## src/rtl/fma_align_pipe_if.sv

```systemverilog
// Valid/ready bundle around the fma16 addend aligner: operand side, result side and kill statistics.
interface fma_align_pipe_if #(
    parameter int NE   = 5,
    parameter int NF   = 10,
    parameter int TAGW = 4
);
    localparam int AMW = 3*NF+4;
    localparam int CW  = NE+4;

    logic                 in_valid;
    logic                 in_ready;
    logic [NE-1:0]        xe_i;
    logic [NE-1:0]        ye_i;
    logic [NE-1:0]        ze_i;
    logic [NF:0]          zm_i;
    logic                 xzero_i;
    logic                 yzero_i;
    logic                 zzero_i;
    logic [TAGW-1:0]      tag_i;

    logic                 out_valid;
    logic                 out_ready;
    logic [AMW-1:0]       am_o;
    logic                 asticky_o;
    logic                 killprod_o;
    logic                 killz_o;
    logic signed [CW-1:0] acnt_o;
    logic [TAGW-1:0]      tag_o;
    logic [15:0]          killprod_cnt;
    logic [15:0]          killz_cnt;

    modport slave (
        input  in_valid, xe_i, ye_i, ze_i, zm_i, xzero_i, yzero_i, zzero_i, tag_i, out_ready,
        output in_ready, out_valid, am_o, asticky_o, killprod_o, killz_o, acnt_o, tag_o,
               killprod_cnt, killz_cnt
    );

    modport master (
        output in_valid, xe_i, ye_i, ze_i, zm_i, xzero_i, yzero_i, zzero_i, tag_i, out_ready,
        input  in_ready, out_valid, am_o, asticky_o, killprod_o, killz_o, acnt_o, tag_o,
               killprod_cnt, killz_cnt
    );
endinterface

```

## src/rtl/fma_align_pipe.sv

```systemverilog
// Two-stage elastic addend aligner: stage 1 computes the alignment count and kill flags, stage 2 shifts Zm.
// Define FMA_ALIGN_STATS_EN to enable saturating kill counters; otherwise both counter ports read 0.
module fma_align_pipe #(
    parameter int NE   = 5,
    parameter int NF   = 10,
    parameter int BIAS = 2**(NE-1)-1,
    parameter int TAGW = 4
) (
    input  logic            clk,
    input  logic            reset_n,
    fma_align_pipe_if.slave bus
);
    localparam int AMW  = 3*NF+4;
    localparam int SHW  = 4*NF+4;
    localparam int CW   = NE+4;
    localparam int KMAX = 3*NF+3;

    typedef logic signed [CW-1:0] cnt_t;

    function automatic cnt_t align_count(input logic [NE-1:0] xe, input logic [NE-1:0] ye,
                                         input logic [NE-1:0] ze);
        return cnt_t'(xe) + cnt_t'(ye) - cnt_t'(ze) - cnt_t'(BIAS) + cnt_t'(NF + 2);
    endfunction

    logic            s1_adv, s2_adv;
    cnt_t            acnt_in;
    logic            kp_in;
    logic [SHW-1:0]  zpre, zsh;

    logic            s1_valid_q, s1_valid_d;
    cnt_t            s1_acnt_q, s1_acnt_d;
    logic            s1_killprod_q, s1_killprod_d;
    logic            s1_killz_q, s1_killz_d;
    logic [NF:0]     s1_zm_q, s1_zm_d;
    logic            s1_zzero_q, s1_zzero_d;
    logic            s1_xzero_q, s1_xzero_d;
    logic            s1_yzero_q, s1_yzero_d;
    logic [TAGW-1:0] s1_tag_q, s1_tag_d;

    logic            s2_valid_q, s2_valid_d;
    logic [AMW-1:0]  am_q, am_d;
    logic            asticky_q, asticky_d;
    logic            killprod_q, killprod_d;
    logic            killz_q, killz_d;
    cnt_t            acnt_q, acnt_d;
    logic [TAGW-1:0] tag_q, tag_d;

    always_comb begin
        s2_adv = ~s2_valid_q | bus.out_ready;
        s1_adv = ~s1_valid_q | s2_adv;
    end

    // stage 1: alignment count and kill decision
    always_comb begin
        acnt_in       = align_count(bus.xe_i, bus.ye_i, bus.ze_i);
        kp_in         = acnt_in[CW-1] | bus.xzero_i | bus.yzero_i;
        s1_valid_d    = s1_valid_q;
        s1_acnt_d     = s1_acnt_q;
        s1_killprod_d = s1_killprod_q;
        s1_killz_d    = s1_killz_q;
        s1_zm_d       = s1_zm_q;
        s1_zzero_d    = s1_zzero_q;
        s1_xzero_d    = s1_xzero_q;
        s1_yzero_d    = s1_yzero_q;
        s1_tag_d      = s1_tag_q;
        if (s1_adv) begin
            s1_valid_d = bus.in_valid;
            if (bus.in_valid) begin
                s1_acnt_d     = acnt_in;
                s1_killprod_d = kp_in;
                s1_killz_d    = ~kp_in & (acnt_in > cnt_t'(KMAX));
                s1_zm_d       = bus.zm_i;
                s1_zzero_d    = bus.zzero_i;
                s1_xzero_d    = bus.xzero_i;
                s1_yzero_d    = bus.yzero_i;
                s1_tag_d      = bus.tag_i;
            end
        end
    end

    // stage 2: shift Zm into the product frame
    always_comb begin
        zpre       = {s1_zm_q, {(SHW-NF-1){1'b0}}};
        zsh        = zpre >> s1_acnt_q;
        s2_valid_d = s2_valid_q;
        am_d       = am_q;
        asticky_d  = asticky_q;
        killprod_d = killprod_q;
        killz_d    = killz_q;
        acnt_d     = acnt_q;
        tag_d      = tag_q;
        if (s2_adv) begin
            s2_valid_d = s1_valid_q;
            if (s1_valid_q) begin
                acnt_d     = s1_acnt_q;
                tag_d      = s1_tag_q;
                killprod_d = s1_killprod_q;
                killz_d    = s1_killz_q;
                if (s1_killprod_q) begin
                    am_d      = AMW'(s1_zm_q) << (2*NF+3);
                    asticky_d = ~(s1_xzero_q | s1_yzero_q);
                end else if (s1_killz_q) begin
                    am_d      = '0;
                    asticky_d = ~s1_zzero_q;
                end else begin
                    am_d      = zsh[SHW-1:NF];
                    asticky_d = |zsh[NF-1:0];
                end
            end
        end
    end

    always_ff @(posedge clk or negedge reset_n) begin
        if (!reset_n) begin
            s1_valid_q    <= 1'b0;
            s1_acnt_q     <= '0;
            s1_killprod_q <= 1'b0;
            s1_killz_q    <= 1'b0;
            s1_zm_q       <= '0;
            s1_zzero_q    <= 1'b0;
            s1_xzero_q    <= 1'b0;
            s1_yzero_q    <= 1'b0;
            s1_tag_q      <= '0;
            s2_valid_q    <= 1'b0;
            am_q          <= '0;
            asticky_q     <= 1'b0;
            killprod_q    <= 1'b0;
            killz_q       <= 1'b0;
            acnt_q        <= '0;
            tag_q         <= '0;
        end else begin
            s1_valid_q    <= s1_valid_d;
            s1_acnt_q     <= s1_acnt_d;
            s1_killprod_q <= s1_killprod_d;
            s1_killz_q    <= s1_killz_d;
            s1_zm_q       <= s1_zm_d;
            s1_zzero_q    <= s1_zzero_d;
            s1_xzero_q    <= s1_xzero_d;
            s1_yzero_q    <= s1_yzero_d;
            s1_tag_q      <= s1_tag_d;
            s2_valid_q    <= s2_valid_d;
            am_q          <= am_d;
            asticky_q     <= asticky_d;
            killprod_q    <= killprod_d;
            killz_q       <= killz_d;
            acnt_q        <= acnt_d;
            tag_q         <= tag_d;
        end
    end

    assign bus.in_ready   = s1_adv;
    assign bus.out_valid  = s2_valid_q;
    assign bus.am_o       = am_q;
    assign bus.asticky_o  = asticky_q;
    assign bus.killprod_o = killprod_q;
    assign bus.killz_o    = killz_q;
    assign bus.acnt_o     = acnt_q;
    assign bus.tag_o      = tag_q;

`ifdef FMA_ALIGN_STATS_EN
    function automatic logic [15:0] sat_inc(input logic [15:0] v, input logic en);
        return (en && (v != 16'hFFFF)) ? v + 16'd1 : v;
    endfunction

    logic [15:0] killprod_cnt_q, killprod_cnt_d;
    logic [15:0] killz_cnt_q, killz_cnt_d;

    always_comb begin
        killprod_cnt_d = sat_inc(killprod_cnt_q, s2_valid_q & bus.out_ready & killprod_q);
        killz_cnt_d    = sat_inc(killz_cnt_q, s2_valid_q & bus.out_ready & killz_q);
    end

    always_ff @(posedge clk or negedge reset_n) begin
        if (!reset_n) begin
            killprod_cnt_q <= '0;
            killz_cnt_q    <= '0;
        end else begin
            killprod_cnt_q <= killprod_cnt_d;
            killz_cnt_q    <= killz_cnt_d;
        end
    end

    assign bus.killprod_cnt = killprod_cnt_q;
    assign bus.killz_cnt    = killz_cnt_q;
`else
    assign bus.killprod_cnt = 16'd0;
    assign bus.killz_cnt    = 16'd0;
`endif
endmodule

```

## src/flat_wrapper.sv

```systemverilog
// flat-port wrapper written by rule: the top's interface ports become plain ports
module fma_align_pipe_flat 
#(
    parameter int NE   = 5,
    parameter int NF   = 10,
    parameter int BIAS = 2**(NE-1)-1,
    parameter int TAGW = 4
)
  (clk, reset_n, bus_in_valid, bus_xe_i, bus_ye_i, bus_ze_i, bus_zm_i, bus_xzero_i, bus_yzero_i, bus_zzero_i, bus_tag_i, bus_out_ready, bus_in_ready, bus_out_valid, bus_am_o, bus_asticky_o, bus_killprod_o, bus_killz_o, bus_acnt_o, bus_tag_o, bus_killprod_cnt, bus_killz_cnt);
  fma_align_pipe_if #(.NE(NE), .NF(NF), .TAGW(TAGW)) bus_i ();
  input  logic clk;
  input  logic reset_n;
  input wire logic [$bits(bus_i.in_valid)-1:0] bus_in_valid;
  input wire logic [$bits(bus_i.xe_i)-1:0] bus_xe_i;
  input wire logic [$bits(bus_i.ye_i)-1:0] bus_ye_i;
  input wire logic [$bits(bus_i.ze_i)-1:0] bus_ze_i;
  input wire logic [$bits(bus_i.zm_i)-1:0] bus_zm_i;
  input wire logic [$bits(bus_i.xzero_i)-1:0] bus_xzero_i;
  input wire logic [$bits(bus_i.yzero_i)-1:0] bus_yzero_i;
  input wire logic [$bits(bus_i.zzero_i)-1:0] bus_zzero_i;
  input wire logic [$bits(bus_i.tag_i)-1:0] bus_tag_i;
  input wire logic [$bits(bus_i.out_ready)-1:0] bus_out_ready;
  output wire logic [$bits(bus_i.in_ready)-1:0] bus_in_ready;
  output wire logic [$bits(bus_i.out_valid)-1:0] bus_out_valid;
  output wire logic [$bits(bus_i.am_o)-1:0] bus_am_o;
  output wire logic [$bits(bus_i.asticky_o)-1:0] bus_asticky_o;
  output wire logic [$bits(bus_i.killprod_o)-1:0] bus_killprod_o;
  output wire logic [$bits(bus_i.killz_o)-1:0] bus_killz_o;
  output wire logic [$bits(bus_i.acnt_o)-1:0] bus_acnt_o;
  output wire logic [$bits(bus_i.tag_o)-1:0] bus_tag_o;
  output wire logic [$bits(bus_i.killprod_cnt)-1:0] bus_killprod_cnt;
  output wire logic [$bits(bus_i.killz_cnt)-1:0] bus_killz_cnt;
  assign bus_i.in_valid = bus_in_valid;
  assign bus_i.xe_i = bus_xe_i;
  assign bus_i.ye_i = bus_ye_i;
  assign bus_i.ze_i = bus_ze_i;
  assign bus_i.zm_i = bus_zm_i;
  assign bus_i.xzero_i = bus_xzero_i;
  assign bus_i.yzero_i = bus_yzero_i;
  assign bus_i.zzero_i = bus_zzero_i;
  assign bus_i.tag_i = bus_tag_i;
  assign bus_i.out_ready = bus_out_ready;
  assign bus_in_ready = bus_i.in_ready;
  assign bus_out_valid = bus_i.out_valid;
  assign bus_am_o = bus_i.am_o;
  assign bus_asticky_o = bus_i.asticky_o;
  assign bus_killprod_o = bus_i.killprod_o;
  assign bus_killz_o = bus_i.killz_o;
  assign bus_acnt_o = bus_i.acnt_o;
  assign bus_tag_o = bus_i.tag_o;
  assign bus_killprod_cnt = bus_i.killprod_cnt;
  assign bus_killz_cnt = bus_i.killz_cnt;
  fma_align_pipe #(.NE(NE), .NF(NF), .BIAS(BIAS), .TAGW(TAGW)) u_core (.clk(clk), .reset_n(reset_n), .bus(bus_i));
endmodule
```

## config.mk

```make
export PLATFORM = sky130hd
export DESIGN_NAME = fma_align_pipe_flat
export DESIGN_NICKNAME = d
export VERILOG_FILES = /design/src/rtl/fma_align_pipe_if.sv /design/src/rtl/fma_align_pipe.sv /design/src/flat_wrapper.sv
export SDC_FILE = /design/constraint.sdc
export NUM_CORES = 1
export LEC_CHECK = 0
export BUFFER_PORTS_ARGS = -buffer_cell sky130_fd_sc_hd__buf_2
export CAP_MARGIN = 25
export CORE_ASPECT_RATIO = 1.2
export CORE_MARGIN = 5
export CORE_UTILIZATION = 51
export DETAILED_ROUTE_END_ITERATION = 6
export GPL_ROUTABILITY_DRIVEN = 0
export PLACE_DENSITY = 0.77
export SLEW_MARGIN = 20
export SYNTH_ARGS = -nofsm -noshare
export SYNTH_HDL_FRONTEND = slang
export SYNTH_SLANG_ARGS = --single-unit
```

## constraint.sdc

```tcl
create_clock -name clk -period 3.7 [get_ports clk]
set_clock_uncertainty 0.2 [all_clocks]
set_input_delay 0.185 -clock clk [delete_from_list [all_inputs] [get_ports clk]]
set_output_delay 0.185 -clock clk [all_outputs]
set_load 0.1 [all_outputs]
```

==> flow_summary.toml <==
[logic_synthesis]
synthArstFlopShare = 1.00
ys_seq_area_frac = 0.414
yosysTopAreaCell = "dfrtp_1"
synth-edff-count = 0
syn_inst = 498
yosysTopAreaCellShare = 0.414
yosys-top-cells-area = "dfrtp_1, mux2_2, nand2_1, buf_4, ha_1"
synth_area_um2 = 4890
yosysWarnings = 0
synth_ff_type = "dfrtp_1"
synth.distinct_cells = 66
synth_seq_cells = 81
syn_avg_cell_area_um2 = 9.82

[sta]
fin_crit_sh = 0.802
finalCriticalPeriod_ns = 2.97
hold_violations = 0
rsz0062_at_grt = "no"
setup_viol_count_final = 0
tns_ns = 0
slew_headroom = 0.407
report.final.slew_viol_count = 0
fmax_mhz = 337
worst_pin_slew_ns = 0.890

[routing]
first_iter_violations = 348
viasPerCell = 5.64
dr.pass1.iters = 5
vias = 4069
drc = 0
ant_nets = 0
wl_per_cell_um = 16.9
wirelength_um = 12200

[job]
max-cap-violations = 0

[placement]
hpwl_um = 8930
place_area_um2 = 5260
io_buffers = 88

[power_and_ir_drop]
peakVddDrop_uv = 347
p_leak_uw = 0.00277
powerDensity_nw_per_um2 = 735

[finish]
nNetsFinal = 648
final_cell_area_um2 = 5730
synthToLayoutAreaGrowth_pct = 17.2
drive_gt1_frac = 0.266
antennaDiodeCount = 0

[cts]
clockRootBuffer = "clkbuf_16"
cts_hold_buffers = 21
cts-buffers-inserted = 9
cts_tree = "done"
cts_resized = 0
cts_buffer_depth = 2
clkSinkCount = 81
postCtsSetupBuffers = 0
h-tree-depth = 3
clk_latency_ns = 0.34
path_clk_slew_ns = 0.06

[global_route]
antenna_found_initial = 0
track_usage = 0.214
grt_pass1_vias = 3915
grt-ovfl-total = 0
grt_max_degree = 82
grt_pass1_wl_um = 19800

[setup_path]
crit_fanout = 19
worstPathRequired_ns = 3.72
start_kind = "register"
worst_setup_path_end_kind = "register"
worstSetupPathType = "reg2reg"
crit_arrival_ns = 2.98

[die]
die_x_um = 99.4
io_pins = 121
die_height_um = 117
core_um2 = 9470
row_count = 39
start_util = 0.517
die-area_um2 = 11700

[status]
status = "finished, final reports clean"

[worst_hold_path]
hold_class = "in2reg"
[logic make-up (layout without fill, tap and decap cells)]
logic type,Yosys count,count (layout),share of synthesized area
simple gates,157,157,0.153
compound gates,108,108,0.159
flops,81,81,0.414
buf+inv,78,147,0.0959
mux,51,51,0.121
fa+ha+maj,17,17,0.0466
xor+xnor,5,5,0.00896
other cells,1,32,0.000767
[layer usage]
metal,GRT usage,vias up,routed length [um]
met5,0,-,0
met4,0.118,0,478
met3,0.0302,41,966
met2,0.350,209,5820
met1,0.276,1925,4900
li1,-,1894,-
[area by class of cell]
cell class                 count  area, um^2
multi-input combinational    370        2510
fill                         807        3730
inverter                      16        60.1
tap                          123         154
timing repair buffer         116         717
clock inverter                 3        17.5
sequential                    81        2030
clock buffer                  12         246
[cell usage in the layout, fill, tap and decap left out, types with 15 or more instances in the layout]
cell type      netlist  final
buf_2                4     87
dfrtp_1             81     81
nand2_1             68     68
mux2_2              34     34
nor2_1              34     34
conb_1               1     32
o21ai_0             23     23
dlygate4sd3_1        0     21
a21oi_1             20     20
ha_1                15     15
[cells in the mapped netlist, types with 3 or more instances]
library cell and number:
o21a_1 3, or3_1 4, a221o_1 5, a21o_1 8, nand3_1 8, buf_2 4
xor2_1 3, a22oi_1 5, o32a_1 3, o21ai_0 23, o31ai_1 4, nand2b_1 7
nor2_1 34, a211oi_1 4, o22ai_1 5, clkbuf_1 21, dfrtp_1 81, mux2_2 34
a32oi_1 3, a22o_1 3, a21oi_1 20, nand2_1 68, mux2i_1 11, and2_1 3
ha_1 15, nor2b_1 5, inv_1 14, nor3_1 9, a221oi_2 4, buf_4 33
[power by group]
part	internal (uW)	total, uW	switching (uW)
Combinational	578	2120	1550
Sequential	1050	1290	245
Clock	467	801	335
Total	2090	4220	2130
[flip-flops by register name, indices dropped and copies added (netlist names), 4 cells and up]
register / cells
u_core.bus.tag_o: 4
u_core.s1_acnt_q: 9
u_core.bus.acnt_o: 9
u_core.s1_zm_q: 11
u_core.s1_tag_q: 4
u_core.bus.am_o: 34
[worst max-delay path: stages (launching register included)]
cell and delay (ns):
dfrtp_1 0.92, buf_4 0.32, mux2_2 0.37, a21oi_1 0.27, a221oi_2 0.10, nor3_1 0.35, a221oi_2 0.13, o32a_1 0.18
[final timing paths]
| check | start | end | slack [ns] | cells past startpoint |
|---|---|---|---|---|
| min in group asynchronous | reset_n | u_core.s1_valid_q$_DFFE_PN0N_ | 0.26 | 2 |
| max reg2reg | u_core.s1_acnt_q[0]$_DFFE_PN0P_ | u_core.bus.asticky_o$_DFFE_PN0P_ | 0.73 | 7 |
| min reg2reg | u_core.s1_tag_q[3]$_DFFE_PN0P_ | u_core.bus.tag_o[3]$_DFFE_PN0P_ | 0.26 | 2 |
| max | u_core.s1_acnt_q[0]$_DFFE_PN0P_ | u_core.bus.asticky_o$_DFFE_PN0P_ | 0.73 | 7 |
| max in group asynchronous | reset_n | u_core.s1_zm_q[3]$_DFFE_PN0P_ | 2.58 | 2 |
| min | bus_out_ready | u_core.bus.out_valid$_DFFE_PN0P_ | 0.03 | 3 |
[per-stage QoR]
stage	hold WS, ns	cells	total power (uW)	utilization	worst slack, ns
floorplan	-0.311	529	3030	-	0.169
global placement	0.189	684	3330	0.554	0.658
detailed placement	0.191	685	3380	0.555	0.550
CTS	0.0280	721	4210	0.605	0.780
global route	0.0527	721	4410	0.606	0.635
finish	0.0317	721	4220	0.606	0.734
Power figures use the tool's default switching activity.
